`src/rtl/counter_seq_pkg.sv`:
```
// rtl/counter_seq_pkg.sv - Shared encodings and constants for the counter sequencer
package counter_seq_pkg;

  typedef enum logic [1:0] {
    ST_IDLE  = 2'b00,
    ST_RUN   = 2'b01,
    ST_PAUSE = 2'b10,
    ST_LIMIT = 2'b11
  } state_t;

  // Event codes double as priority rank: the larger code wins a same-cycle collision.
  typedef enum logic [2:0] {
    EV_NONE  = 3'd0,
    EV_SEL   = 3'd1,
    EV_DIR   = 3'd2,
    EV_START = 3'd3,
    EV_STOP  = 3'd4,
    EV_CLEAR = 3'd5
  } ev_t;

  localparam int CNT_W_DEF = 24;
  localparam logic [CNT_W_DEF-1:0] CNT_MAX = '1;
  localparam logic [CNT_W_DEF-1:0] CNT_MIN = '0;

  function automatic ev_t pick_event(
    input logic ev_clear,
    input logic ev_stop,
    input logic ev_start,
    input logic ev_dir,
    input logic ev_sel
  );
    if (ev_clear)      return EV_CLEAR;
    else if (ev_stop)  return EV_STOP;
    else if (ev_start) return EV_START;
    else if (ev_dir)   return EV_DIR;
    else if (ev_sel)   return EV_SEL;
    else               return EV_NONE;
  endfunction

endpackage

```
`src/rtl/btn_edge.sv`:
```
// rtl/btn_edge.sv - Two-flop synchronizer with rising-edge pulse for a raw pad input
module btn_edge (
  input  logic clk,
  input  logic reset,
  input  logic din,
  output logic level,
  output logic rise
);

  logic meta;
  logic prev;

  always_ff @(posedge clk or negedge reset) begin
    if (!reset) begin
      meta  <= 1'b0;
      level <= 1'b0;
      prev  <= 1'b0;
    end else begin
      meta  <= din;
      level <= meta;
      prev  <= level;
    end
  end

  assign rise = level & ~prev;

endmodule

```
`src/rtl/counter_sequencer.sv`:
```
// rtl/counter_sequencer.sv - Button-driven run/pause/limit sequencer for two up/down counters
module counter_sequencer
  import counter_seq_pkg::*;
#(
  parameter int TICK_DIV = 50_000_000,
  parameter int CNT_W    = CNT_W_DEF
) (
  input  logic             clk,
  input  logic             reset,
  input  logic             btn_start,
  input  logic             btn_stop,
  input  logic             btn_dir,
  input  logic             btn_clear,
  input  logic             btn_sel,
  input  logic             sw_free,
  input  logic [CNT_W-1:0] count_in,
  output logic             enable1,
  output logic             enable2,
  output logic             up_down,
  output logic             free_run,
  output logic             clear,
  output logic             sel,
  output logic [1:0]       state,
  output logic             tick
);

  localparam int PW = $clog2(TICK_DIV);

  logic [4:0] btn_raw;
  logic [4:0] btn_rise;
  logic [4:0] btn_level_unused;
  logic       sw_free_rise_unused;

  assign btn_raw = {btn_clear, btn_stop, btn_start, btn_dir, btn_sel};

  for (genvar i = 0; i < 5; i++) begin : g_btn
    btn_edge u_btn (
      .clk   (clk),
      .reset (reset),
      .din   (btn_raw[i]),
      .level (btn_level_unused[i]),
      .rise  (btn_rise[i])
    );
  end

  btn_edge u_sw_free (
    .clk   (clk),
    .reset (reset),
    .din   (sw_free),
    .level (free_run),
    .rise  (sw_free_rise_unused)
  );

  state_t        state_q, state_d;
  logic [PW-1:0] presc_q, presc_d;
  logic          up_down_d, sel_d, tick_d, en1_d, en2_d, clear_d;
  logic          presc_last, at_limit;
  ev_t           ev;

  assign ev = pick_event(btn_rise[4], btn_rise[3], btn_rise[2], btn_rise[1], btn_rise[0]);

  assign presc_last = (presc_q == PW'(TICK_DIV - 1));

  // Limit uses the direction and count seen during the last prescaler cycle.
  assign at_limit = !free_run &&
                    (up_down ? (count_in == {CNT_W{CNT_MAX[0]}})
                             : (count_in == {CNT_W{CNT_MIN[0]}}));

  always_comb begin
    state_d   = state_q;
    presc_d   = presc_q;
    up_down_d = up_down;
    sel_d     = sel;
    tick_d    = 1'b0;
    en1_d     = 1'b0;
    en2_d     = 1'b0;
    clear_d   = 1'b0;

    if (state_q == ST_RUN) begin
      presc_d = presc_last ? '0 : presc_q + PW'(1);
      if (presc_last) begin
        tick_d = 1'b1;
        if (at_limit) begin
          state_d = ST_LIMIT;
        end else begin
          en1_d = ~sel;
          en2_d = sel;
        end
      end
    end

    case (ev)
      EV_CLEAR: begin
        state_d = ST_IDLE;
        presc_d = '0;
        clear_d = 1'b1;
        tick_d  = 1'b0;
        en1_d   = 1'b0;
        en2_d   = 1'b0;
      end
      EV_STOP: begin
        if (state_q == ST_RUN) state_d = ST_PAUSE;
      end
      EV_START: begin
        if (state_q == ST_IDLE) begin
          state_d = ST_RUN;
          presc_d = '0;
        end else if (state_q == ST_PAUSE) begin
          state_d = ST_RUN;
        end
      end
      EV_DIR: begin
        up_down_d = ~up_down;
        if (state_q == ST_LIMIT) state_d = ST_RUN;
      end
      EV_SEL: begin
        if (state_q == ST_IDLE || state_q == ST_PAUSE) sel_d = ~sel;
      end
      default: ;
    endcase
  end

  always_ff @(posedge clk or negedge reset) begin
    if (!reset) begin
      state_q <= ST_IDLE;
      presc_q <= '0;
      up_down <= 1'b1;
      sel     <= 1'b0;
      tick    <= 1'b0;
      enable1 <= 1'b0;
      enable2 <= 1'b0;
      clear   <= 1'b0;
    end else begin
      state_q <= state_d;
      presc_q <= presc_d;
      up_down <= up_down_d;
      sel     <= sel_d;
      tick    <= tick_d;
      enable1 <= en1_d;
      enable2 <= en2_d;
      clear   <= clear_d;
    end
  end

  assign state = state_q;

endmodule

```
`config.mk`:
```
export PLATFORM = sky130hd
export DESIGN_NAME = counter_sequencer
export DESIGN_NICKNAME = d
export VERILOG_FILES = /design/src/rtl/counter_seq_pkg.sv /design/src/rtl/btn_edge.sv /design/src/rtl/counter_sequencer.sv
export SDC_FILE = /design/constraint.sdc
export NUM_CORES = 1
export LEC_CHECK = 0
export ABC_AREA = 0
export BUFFER_PORTS_ARGS = -buffer_cell sky130_fd_sc_hd__clkbuf_2
export CORE_ASPECT_RATIO = 0.7
export CORE_MARGIN = 2
export CORE_UTILIZATION = 50
export CTS_CLUSTER_SIZE = 24
export DETAILED_ROUTE_END_ITERATION = 12
export PLACE_DENSITY = 0.8
export RECOVER_POWER = 100
export SYNTH_ARGS = -nofsm -noshare
export SYNTH_HDL_FRONTEND = slang
export SYNTH_HIERARCHICAL = 1
export SYNTH_SLANG_ARGS = --single-unit
```
`constraint.sdc`:
```
create_clock -name clk -period 1.54 [get_ports clk]
set_input_delay 0.385 -clock clk [delete_from_list [all_inputs] [get_ports clk]]
set_output_delay 0.385 -clock clk [all_outputs]
set_load 0.01 [all_outputs]
```
==> results_dict.tcl, run 1 <==
set metrics [dict create \
    status "complete, but fails checks" \
    violations "setup timing" \
    combPwrFrac 0.126 \
    relSlewSlack 0.174 \
    die_area_um2 5630 \
    grt_antenna_before_repair 0 \
    finalCritPeriodShare 1.09 \
    period_minus_slack_ns 1.68 \
    worst_pin_slew_ns 1.24 \
    fin_nets 355 \
    hp-class "input port to flip-flop" \
    fmax_mhz 594 \
    ctsHoldBuffers 0 \
    start_util 0.524 \
    power.share.clock 0.324 \
    cp_max_fo 5 \
    setup_slack_ns -0.143 \
    htree_levels 2 \
    boundaryPins 41 \
    max_stage_delay_ns 0.37 \
    place_congestion 0.845 \
    crit_chain "ha_2 > and4b_2 > nand4_4 > buf_4 > or3_1 > a21oi_1" \
    num_vias 2248 \
    rsz0062_at_grt "yes" \
    syn_area_per_cell_um2 10.7 \
    p_per_area_nw_per_um2 783 \
    swShare 0.288 \
    syn_inst 236 \
    endpoint_kind "flip-flop" \
    finalSetupViolCount 25 \
    firstDrtPassIters 4 \
    clk_path_buf_depth 2 \
    ant_nets 0 \
    route.detailed.drc 0 \
    ir_worst_vdd_v 0.000680 \
    grt_pass1_vias 2022 \
    grt_usage 0.221 \
    crit_end "presc_q[14]$_DFF_PN0_" \
    final_core_util 0.709 \
    rr_endpoint "presc_q[14]$_DFF_PN0_" \
    syn-num-nets 269 \
    finalHoldViolations 0 \
    rr_worst_depth 6 \
    syn-cell-area_um2 2520 \
    crit_path_start "presc_q[0]$_DFF_PN0_" \
    cpMaxStageDelayCell "dfrtp_1" \
    worstPathArrival_ns 1.94 \
    cts_tree "yes" \
    clk-insertion-delay-late_ns 0.32 \
    seqPwrFrac 0.550 \
    cp.required_ns 1.79 \
    grt-ovfl-total 0 \
    layout-drive-gt1-share 0.458 \
    reg2reg_setup_slack_ns -0.14 \
    fin_worst_skew_ns 0.00762 \
    cts_buffers 5 \
    row_count 21 \
    final_common_cell "dfrtp_1" \
    path_class "flip-flop to flip-flop" \
    root_buffer "clkbuf_8" \
    drv_slew 0 \
    die_x_um 88.8 \
    cts.sinks 51 \
    routed_via_density 5.73 \
    power_switching_w 0.000770 \
    yosys_warnings 6 \
    drt-initial-drc-count 210 \
    core_area_um2 4810 \
    io_buffers 40 \
    drv_cap 0 \
    antennaDiodeCount 0 \
    cts.clk_slew.worst_paths_ns 0.11 \
    wirelength_um 6440 \
    die_y_um 63.4 \
    area_delta_synth_final_pct 35.5 \
    grt_max_degree 52 \
    hpwlAfterDp_um 4000 \
    nFillCells 322 \
    avgRoutedWirePerCell_um 16.4 \
    p_leak_nw 1.51 \
    final_cell_mix "dfrtp_1 (49), buf_4 (42), clkbuf_2 (37)" \
    grt_first_pass_wirelength_um 9450 \
    holdWs_ns 0.164 \
    worstSetupStartpointType "flip-flop" \
    reg2reg_from "presc_q[0]$_DFF_PN0_" \
    p_int_w 0.00190 \
]
-- power by group through the flow --
| stage | clock network (W) | logic [W] | registers [W] |
|---|---|---|---|
| 2_1_floorplan | 0 | 0.000150 | 0.00150 |
| 3_3_place_gp | 0 | 0.000313 | 0.00149 |
| 3_5_place_dp | 0 | 0.000323 | 0.00150 |
| 4_1_cts | 0.000875 | 0.000333 | 0.00147 |
| 5_1_grt | 0.000937 | 0.000372 | 0.00148 |
| 6_report | 0.000865 | 0.000338 | 0.00147 |
-- layer usage --
metal	wire length, um	part of all wire	global-route usage
met1	2740	0.43	0.314
met2	3130	0.49	0.335
met5	0	0	0
met3	467	0.073	0.0682
met4	100	0.016	0.0473
-- flip-flops by register name, summed over array words and instances, names as in the netlist, 2 cells and up --
name               cells
g_btn.u_btn/level      5
g_btn.u_btn/meta       5
g_btn.u_btn/prev       5
presc_q               26
state                  2
-- worst min path at each step --
stage	from	to	cells after the start
final	btn_start	g_btn[2].u_btn/meta$_DFF_PN0_	1
after global routing	btn_clear	g_btn[4].u_btn/meta$_DFF_PN0_	1
after CTS	reset	g_btn[2].u_btn/meta$_DFF_PN0_	2
after detailed placement	g_btn[4].u_btn/meta$_DFF_PN0_	g_btn[4].u_btn/level$_DFF_PN0_	0
after global placement	g_btn[3].u_btn/meta$_DFF_PN0_	g_btn[3].u_btn/level$_DFF_PN0_	0
after floorplan	reset	clear$_DFF_PN0_	0
-- worst max-delay path: cells and delay by family (launching register included) --
family / cells / cell delay (ns)
simple gates: 3 / 0.75
flops: 1 / 0.37
fa+ha+maj: 1 / 0.18
compound gates: 1 / 0.12
buf+inv: 1 / 0.19
-- metrics by stage --
step / total power (W) / instance area, um^2 / TNS [ns] / setup WS, ns / instances
final: 0.00267 / 3410 / -2.28 / -0.143 / 392
after global routing: 0.00279 / 3410 / -4.05 / -0.235 / 392
after CTS: 0.00268 / 3210 / -1.31 / -0.133 / 380
after detailed placement: 0.00182 / 3050 / -2.38 / -0.221 / 368
after global placement: 0.00181 / 3050 / -1.08 / -0.143 / 368
after floorplan: 0.00165 / 2550 / -1.58 / -0.143 / 236
-- layout make-up --
cell class              instances  area, um^2  area share
multi-input cells             167        1300       0.382
flip-flops and latches         51        1280       0.375
repair buffers                 91         622       0.182
well taps                      69        86.3      0.0253
clock buffers                   5        68.8      0.0202
clock inverters                 3        31.3     0.00917
inverters                       6        22.5     0.00660
-- what timing repair did --
item	4_1_cts	5_1_grt
resized for setup	10	31
cloned	1	1
hold endpoints to repair	0	0
endpoints found under the setup margin	26	27
buffers inserted	3	11
pin swaps	13	19
No activity file was read; power rests on OpenSTA's default activity.
==> run 2: changes to the inputs <==
Settings changed: BUFFER_PORTS_ARGS -buffer_cell sky130_fd_sc_hd__clkbuf_2 to -buffer_cell sky130_fd_sc_hd__buf_2.
==> results_dict.tcl, run 2 (synthesis results as in run 1) <==
set metrics [dict create \
    cts.clk_slew.worst_paths_ns 0.10 \
    fmax_mhz 603 \
    placed_area_um2 3080 \
    status "complete, but fails checks" \
    grt_antenna_before_repair 0 \
    route.detailed.drc 0 \
    path_buf_inv 1 \
    fin_nets 356 \
    rsz0062_at_grt "yes" \
    fin_tns_setup_ns -1.69 \
    ant_nets 0 \
    max_stage_delay_ns 0.53 \
    wirelength_um 6210 \
    grt_usage 0.232 \
    worst_pin_slew_ns 0.682 \
    place_ws_ns -0.244 \
    cts.sinks 51 \
    io_buffers 40 \
    p_leak_nw 1.55 \
    fin_area_um2 3380 \
    boundaryPins 41 \
    largest_reg_flops 26 \
    start_util 0.524 \
    grt_max_degree 22 \
    crit_family "simple AND/OR/NAND/NOR gates" \
    die_x_um 88.8 \
    drv_cap 0 \
    cpMaxStageDelayCell "or4_4" \
    root_buffer "clkbuf_8" \
    finalHoldViolations 0 \
    cp_max_fo 8 \
    finalCritPeriodShare 1.08 \
    htree_levels 2 \
    cp.required_ns 1.78 \
    clk-insertion-delay-late_ns 0.32 \
    grt_pass1_vias 2116 \
    worstSetupStartpointType "flip-flop" \
    violations "setup timing" \
    die_y_um 63.4 \
    die_area_um2 5630 \
    drv_slew 0 \
    period_minus_slack_ns 1.66 \
    routed_via_density 5.56 \
    fin_worst_skew_ns 0.00584 \
    relSlewSlack 0.545 \
    final_common_cell "dfrtp_1" \
    p_per_area_nw_per_um2 788 \
    grt-ovfl-total 0 \
    cts_tree "yes" \
    row_count 21 \
    place_congestion 0.811 \
    endpoint_kind "flip-flop" \
    nFillCells 354 \
    hpwlAfterDp_um 4430 \
    finalPower_w 0.00266 \
    final_cell_mix "dfrtp_1 (49), buf_4 (45), buf_2 (39)" \
    grt_first_pass_wirelength_um 10000 \
    cts_buffers 5 \
    avgRoutedWirePerCell_um 15.8 \
    finalSetupViolCount 23 \
    core_area_um2 4810 \
    ir_worst_vdd_v 0.000674 \
    regMostFlops "presc_q" \
    setup_slack_ns -0.119 \
    clk_path_buf_depth 2 \
    crit_chain "buf_4 > and4b_2 > nand2_4 > or4_4 > a21oi_2" \
    firstDrtPassIters 4 \
    num_vias 2186 \
    hp-class "input port to flip-flop" \
    antennaDiodeCount 0 \
    worstPathArrival_ns 1.90 \
    layout-drive-gt1-share 0.444 \
    drt-initial-drc-count 145 \
    holdWs_ns 0.166 \
    area_delta_synth_final_pct 34.1 \
    path_class "flip-flop to flip-flop" \
]
[run 2: worst reg2reg max path, stage by stage, from the launching register on]
cell and delay, ns:
dfrtp_1 0.37, buf_4 0.11, and4b_2 0.32, nand2_4 0.11, or4_4 0.54, a21oi_2 0.14
[run 2: routing by layer]
| layer | up-vias | global-route usage | part of all wire |
|---|---|---|---|
| met3 | 5 | 0.0590 | 0.055 |
| met4 | 0 | 0.0398 | 0.0069 |
| li1 | 1043 | - | - |
| met2 | 53 | 0.379 | 0.49 |
| met5 | - | 0 | 0 |
| met1 | 1085 | 0.316 | 0.45 |
[run 2: what timing repair did]
action	4_1_cts	5_1_grt
gates resized for setup	13	15
endpoints found under the setup margin	26	27
gates cloned	1	0
hold buffers	1	0
pin swaps	11	9
buffers inserted	6	5
hold endpoints to repair	9	0
[run 2: report_power, final]
part / internal (W) / switching, W
logic: 0.000160 / 0.000195
clock network: 0.000337 / 0.000495
registers: 0.00141 / 0.0000603
[run 2: per-stage QoR]
stage | instances | util
finish | 393 | 0.702
global route | 393 | 0.702
CTS | 388 | 0.683
detailed placement | 372 | 0.640
global placement | 372 | 0.640
floorplan | 236 | -
[run 2: final timing paths]
| path | start | to | slack [ns] | depth (start not counted) |
|---|---|---|---|---|
| min | btn_clear | g_btn[4].u_btn/meta$_DFF_PN0_ | 0.17 | 1 |
| max in group asynchronous | reset | up_down$_DFFE_PN1P_ | 0.24 | 3 |
| min in group asynchronous | reset | g_btn[3].u_btn/meta$_DFF_PN0_ | 0.61 | 2 |
| max | presc_q[1]$_DFF_PN0_ | presc_q[17]$_DFF_PN0_ | -0.12 | 5 |
| max reg2reg | presc_q[1]$_DFF_PN0_ | presc_q[17]$_DFF_PN0_ | -0.12 | 5 |
| min reg2reg | g_btn[4].u_btn/meta$_DFF_PN0_ | g_btn[4].u_btn/level$_DFF_PN0_ | 0.36 | 0 |
[run 2: area by class of cell]
cell class / instances / area [um^2] / share of cell area
tap: 69 / 86.3 / 0.0256
multi-input combinational: 167 / 1250 / 0.371
sequential: 51 / 1280 / 0.379
clock buffer: 5 / 68.8 / 0.0204
inverter: 6 / 22.5 / 0.00667
timing repair buffer: 92 / 641 / 0.190
clock inverter: 3 / 27.5 / 0.00815
